$ cat src/rtl/mul_operand_sequencer.sv
// Feeds one signed operand pair at a time into a serial-load multiplier (start, A, B),
// captures the product on a done rising edge. Optional watchdog: define MUL_WATCHDOG_EN.
module mul_operand_sequencer #(
    parameter int SIZE    = 8,
    parameter int TIMEOUT = 64
) (
    input  logic              clk,
    input  logic              reset,
    input  logic              in_valid,
    output logic              in_ready,
    input  logic [SIZE-1:0]   in_a,
    input  logic [SIZE-1:0]   in_b,
    output logic              mul_reset,
    output logic              mul_start,
    output logic [SIZE-1:0]   mul_data_in,
    input  logic [2*SIZE-1:0] mul_data_out,
    input  logic              mul_done,
    output logic              out_valid,
    input  logic              out_ready,
    output logic [2*SIZE-1:0] out_product,
    output logic              err_timeout,
    output logic [2:0]        dbg_state_o
);

    // Both interfaces are valid/ready: a transfer happens on a rising clk edge where
    // valid and ready are both high; the sender holds valid and payload until then.
    typedef enum logic [2:0] {
        IDLE   = 3'd0,
        START  = 3'd1,
        LOAD_A = 3'd2,
        LOAD_B = 3'd3,
        WAIT   = 3'd4,
        HOLD   = 3'd5
    } state_t;

    state_t              state_q;
    logic [SIZE-1:0]     a_q;
    logic [SIZE-1:0]     b_q;
    logic                mul_reset_q;
    logic                mul_start_q;
    logic [SIZE-1:0]     data_q;
    logic                done_d_q;
    logic                out_valid_q;
    logic [2*SIZE-1:0]   product_q;

`ifdef MUL_WATCHDOG_EN
    localparam int CNT_W = $clog2(TIMEOUT + 1);
    logic [CNT_W-1:0]    wd_cnt_q;
    logic                err_q;
`endif

    always_ff @(posedge clk) begin
        if (reset) begin
            state_q     <= IDLE;
            a_q         <= '0;
            b_q         <= '0;
            mul_reset_q <= 1'b1;
            mul_start_q <= 1'b0;
            data_q      <= '0;
            done_d_q    <= 1'b0;
            out_valid_q <= 1'b0;
            product_q   <= '0;
`ifdef MUL_WATCHDOG_EN
            wd_cnt_q    <= '0;
            err_q       <= 1'b0;
`endif
        end else begin
            done_d_q    <= mul_done;
            mul_reset_q <= 1'b0;
            mul_start_q <= 1'b0;
            case (state_q)
                IDLE: begin
                    if (in_valid) begin
                        a_q         <= in_a;
                        b_q         <= in_b;
                        mul_start_q <= 1'b1;
                        data_q      <= '0;
                        state_q     <= START;
                    end
                end
                START: begin
                    data_q  <= a_q;
                    state_q <= LOAD_A;
                end
                LOAD_A: begin
                    data_q  <= b_q;
                    state_q <= LOAD_B;
                end
                LOAD_B: begin
`ifdef MUL_WATCHDOG_EN
                    wd_cnt_q <= '0;
`endif
                    state_q <= WAIT;
                end
                WAIT: begin
                    // Only a fresh rising edge counts; a done left high from earlier is ignored.
                    if (mul_done && !done_d_q) begin
                        product_q   <= mul_data_out;
                        out_valid_q <= 1'b1;
                        state_q     <= HOLD;
                    end
`ifdef MUL_WATCHDOG_EN
                    else if (wd_cnt_q == CNT_W'(TIMEOUT - 1)) begin
                        mul_reset_q <= 1'b1;
                        err_q       <= 1'b1;
                        state_q     <= IDLE;
                    end else begin
                        wd_cnt_q <= wd_cnt_q + CNT_W'(1);
                    end
`endif
                end
                HOLD: begin
                    if (out_ready) begin
                        out_valid_q <= 1'b0;
                        state_q     <= IDLE;
                    end
                end
                default: state_q <= IDLE;
            endcase
        end
    end

    assign in_ready    = (state_q == IDLE) && !reset;
    assign mul_reset   = mul_reset_q;
    assign mul_start   = mul_start_q;
    assign mul_data_in = data_q;
    assign out_valid   = out_valid_q;
    assign out_product = product_q;
    assign dbg_state_o = state_q;

`ifdef MUL_WATCHDOG_EN
    assign err_timeout = err_q;
`else
    logic unused_timeout;
    assign unused_timeout = (TIMEOUT > 0);
    assign err_timeout    = 1'b0;
`endif

endmodule

$ cat config.mk
export PLATFORM = sky130hd
export DESIGN_NAME = mul_operand_sequencer
export DESIGN_NICKNAME = d
export VERILOG_FILES = /design/src/rtl/mul_operand_sequencer.sv
export SDC_FILE = /design/constraint.sdc
export NUM_CORES = 1
export LEC_CHECK = 0
export BUFFER_PORTS_ARGS = -buffer_cell sky130_fd_sc_hd__buf_2
export CORE_MARGIN = 2
export CORE_UTILIZATION = 25
export DETAILED_ROUTE_END_ITERATION = 6
export GPL_ROUTABILITY_DRIVEN = 0
export GPL_TIMING_DRIVEN = 0
export PLACE_DENSITY = 0.52
export RECOVER_POWER = 50
export SLEW_MARGIN = 40
export SYNTH_ARGS = -nofsm -noshare
export SYNTH_HDL_FRONTEND = slang
export SYNTH_SLANG_ARGS = --single-unit
$ cat constraint.sdc
create_clock -name clk -period 1.27 [get_ports clk]
set_input_delay 0.254 -clock clk [delete_from_list [all_inputs] [get_ports clk]]
set_output_delay 0.254 -clock clk [all_outputs]
set_load 0.01 [all_outputs]
Word-level counts from Yosys, hierarchy flattened --
Cells that the tools add are included.
Word-level totals: input bits 37, flip-flop bits (word level) 47, output and inout bits 32, logic and storage cells 42
Cells by class: eq/ne operators 8, muxes and demuxes 11, reductions and logical operators 13, bitwise operators 1
Operators by type and width (number):
- $pmux 8 s3 | 1
- $pmux 3 s6 | 1
- $mux 3 | 3
- $mux 8 | 1
- $eq 3x2->1 const B | 2
- $eq 3x3->1 const B | 2
- $ne 2x2->1 const B | 3
- $reduce_and 2->1 | 3
- $reduce_and 3->1 | 2
- $mux 1 | 4
- $eq 3x1->1 const B | 1
- $logic_not 3->1 | 1
- $reduce_bool 3->1 | 1
- $logic_and 1x1->1 | 2
- $logic_not 1->1 | 2
- $pmux 1 s2 | 1
- $reduce_bool 2->1 | 1
- $reduce_or 2->1 | 1
- $not 1->1 | 1

Logic depth before layout (Yosys ltp) --
word-level depth 4, gate-level depth with buffers 6, gate-level depth less buffers 3

Least setup slack after synthesis --
No wires, ideal clock.
kind register to output, from reg state_q[2] (netlist: dbg_state_o[2]), to out in_ready, slack -232 ps, arrival 1248 ps, path buffers 2, required time 1016 ps, stages on the path, launching flop included 5, path through dfxtp_1 buf_2 or2_2 clkbuf_1 nor3_1
Between the ends: cells in the longest elaborated chain, start to end 2
Ends and longest elaborated chain:
- from (decl) | line 36 | state_t state_q;
- from (signal assigned) | line 54 | state_q <= IDLE;
- from (signal assigned) | line 78 | state_q <= START;
- from (signal assigned) | line 83 | state_q <= LOAD_A;
- $logic_not 3->1 | line 123 | assign in_ready = (state_q == IDLE) && !reset;
- $logic_and 1x1->1 | line 123
- to (decl) | line 10 | output logic in_ready,
Every way passes these cells.

Worst setup path after layout --
Same ends and word-level chain as after synthesis.

==> impl_results.md <==
* Share of cells above drive strength 1 at 44.5%
* Final nets at 335
* Area leader, netlist: dfxtp_1
* First-pass GRT wire length at 8490 um
* Drt first pass iters at 4
* Final hold violations at 0
* Area of the core at 7610 um2
* RSZ-0062 raised after global routing: true
* Post-synthesis sequential area ratio at 48.5%
* Fillers at 790
* Via density at 4.35
* Largest net degree at the start of global routing at 17
* Initial Util at 25.5%
* Width of the die at 92.1 um
* Setup Viol. Count Final at 28
* Fin worst setup slack at -0.195 ns
* Post-synth top area share at 48.5%
* Die H at 92.1 um
* Clk_lat worst skew at 0.31 ns
* Hold path depth at 1
* Crit path launch: dbg_state_o[2]
* Pwr Density at 1190 nW/um2
* Switching pwr at 887 uW
* Critical path endpoint category: primary output
* Area growth, synth to finish at 53.6%
* Die ar. at 8490 um2
* Worst relative slew slack at 62.2%
* Fin crit period at 1.46 ns
* Pre-CTS WS at -0.365 ns
* CP Max Fanout at 3
* Register area at 950 um2
* Async SR Flop Fraction at 0%
* Clock skew at 0.0149 ns
* Hold/Removal Path Class: in2reg
* Overall power at 3.54 mW
* Hold worst-path end: mul_reset
* R2r worst-path depth at 5
* ANT cells at 0
* Routed WL per cell at 13.2 um
* Pleak at 1.18 nW
* Max_cap viols at 0
* Outcome: finished with violations
* TritonCTS Buffers at 5
* Total global routing overflow at 0
* Io pins at 69
* Placed Instances at 373
* Commonest cells post-synth: dfxtp_1 (47), nand2_1 (33), nand2b_1 (32)
* # rows at 32
* Post-Route WL at 5300 um
* Power share of the combinational group at 17.5%
* Final cell count without fillers at 401
* Clock buffer depth at 2
* Clock Sink Count at 47
* Area of the multi-input gates at 1090 um2
* Post-synth net total at 241
* Worst-path clk slew at 0.08 ns
* Net Sw Frac at 25.1%
* Slew at the pin closest to its max-slew limit at 0.567 ns
* DP HPWL at 3300 um
* Reg2reg start: dbg_state_o[2]
* Tcrit/Tclk final at 115%
* Post-synthesis cell count at 204
* Drt drc at 0
* 1st-iter DRT viols at 73
* Most numerous cell in the Yosys netlist: dfxtp_1
* Post-synthesis cell area at 1940 um2
* Critical Path RT at 1.02 ns
* CP Launch Type: flop
* Main synth FF type: dfxtp_1
* Root Buffer: clkbuf_8
* Final hold slack at 0.111 ns
* VDD IR max at 0.501 mV
* Fmax at 683 MHz
* Register bit total from synthesis at 47
* Violated checks: setup timing
* Syn Area/Cell at 9.52 um2
* Post-synth EDFFs at 0
* Hold_sp: reset
* H-tree level count at 2
* Final ANT Viol Nets at 0
* R2R Path End: a_q[7]
* Flop pwr share at 44.7%
* Vias at 1746
* Final-report max-slew violation count at 0
* WS Path Type: reg2out
* Flop2flop setup slack at -0.13 ns
* Int Pwr at 2.65 mW
* WP data arrival at 1.21 ns
* Port Buf Inserts at 67
* Vias in the first global route at 1671
* Yosys warns at 0
* Initial antenna violation count at 0
* Synth top area cells: dfxtp_1 (48%), nand2b_1 (10%), mux2i_1 (8.2%)
* GRT Resource Usage Total at 12.7%
* TritonCTS clock tree: done
* Distinct cells, synth at 27
* Clock network power share at 37.9%
## how the worst max path moves through the flow
stage,to,depth (start not counted)
floorplan,a_q[0],5
global placement,mul_start,5
detailed placement,mul_start,5
CTS,in_ready,4
global route,in_ready,4
finish,in_ready,4
## metrics by stage
step / instance area [um2] / setup TNS [ns] / util (%)
2_1_floorplan: 1990 / -0.761 / -
3_3_place_gp: 2450 / -6.05 / 32.3
3_5_place_dp: 2450 / -5.64 / 32.3
4_1_cts: 2870 / -2.35 / 37.7
5_1_grt: 2980 / -5.50 / 39.2
6_report: 2980 / -2.51 / 39.2
## power groups by stage
stage | Sequential [mW] | Clock [mW] | Combinational, mW
after detailed placement | 1.60 | 0 | 0.435
after global placement | 1.60 | 0 | 0.433
after global routing | 1.59 | 1.42 | 0.673
final | 1.58 | 1.34 | 0.619
after floorplan | 1.61 | 0 | 0.273
after CTS | 1.58 | 1.37 | 0.551
## sequential cells by signal, summed over array words and instances, names as in the netlist
register     flops
mul_reset        1
out_product     16
mul_data_in      8
a_q              8
mul_start        1
dbg_state_o      3
b_q              8
done_d_q         1
out_valid        1
## final cells by class
type                            count  area share (%)
Sequential cell                    47            31.8
Multi-Input combinational cell    141            36.6
Timing Repair Buffer               88            18.2
Tap cell                          102            4.28
Buffer                             15            4.36
Clock buffer                        5            2.31
Clock inverter                      3            2.39
## per-layer routing
layer  GRT usage [%]  routed length (um)  vias up
li1                -                   -      879
met5               0                   0        -
met2            21.1                2640       38
met1            16.5                2370      823
met3            2.63                 210        6
met4            4.10                  80        0
## logic make-up after synthesis
logic type,Yosys count,synth area share [%]
AO/OA/AOI/OAI,40,14.2
buffers and inverters,18,5.61
flip-flops,47,48.5
multiplexers,16,8.25
other,1,0.193
AND/OR/NAND/NOR,82,23.3
## layout by cell type (no fill, tap or decap), drive strengths merged
| master | instances |
|---|---|
| nand4bb | 1 |
| nor2b | 4 |
| nor4b | 1 |
| nor3 | 2 |
| o21ai | 1 |
| or3 | 1 |
| o2bb2ai | 8 |
| bufinv | 2 |
| a31oi | 1 |
| o21a | 1 |
| nand2b | 32 |
| or4b | 2 |
| mux2i | 16 |
| o21ba | 1 |
| buf | 80 |
| nand3b | 3 |
| a21oi | 19 |
| clkbuf | 28 |
| a22oi | 8 |
| dfxtp | 47 |
| a32o | 1 |
| conb | 1 |
| nand2 | 33 |
| or2 | 1 |
| inv | 1 |
| nor2 | 4 |
## critical path, stage by stage (launching register included)
cell     delay, ns
dfxtp_2       0.33
buf_6         0.11
or2_4         0.23
nor3_4        0.09
buf_2         0.15
## repair_timing
action / 4_1_cts / 5_1_grt
gates cloned: 5 / 1
endpoints found under the setup margin: 34 / 45
pin swaps: 18 / 11
resized for setup: 32 / 32
hold buffers: 0 / 0
buffers inserted: 16 / 2
Note: power is estimated with default switching activity, not from simulation.
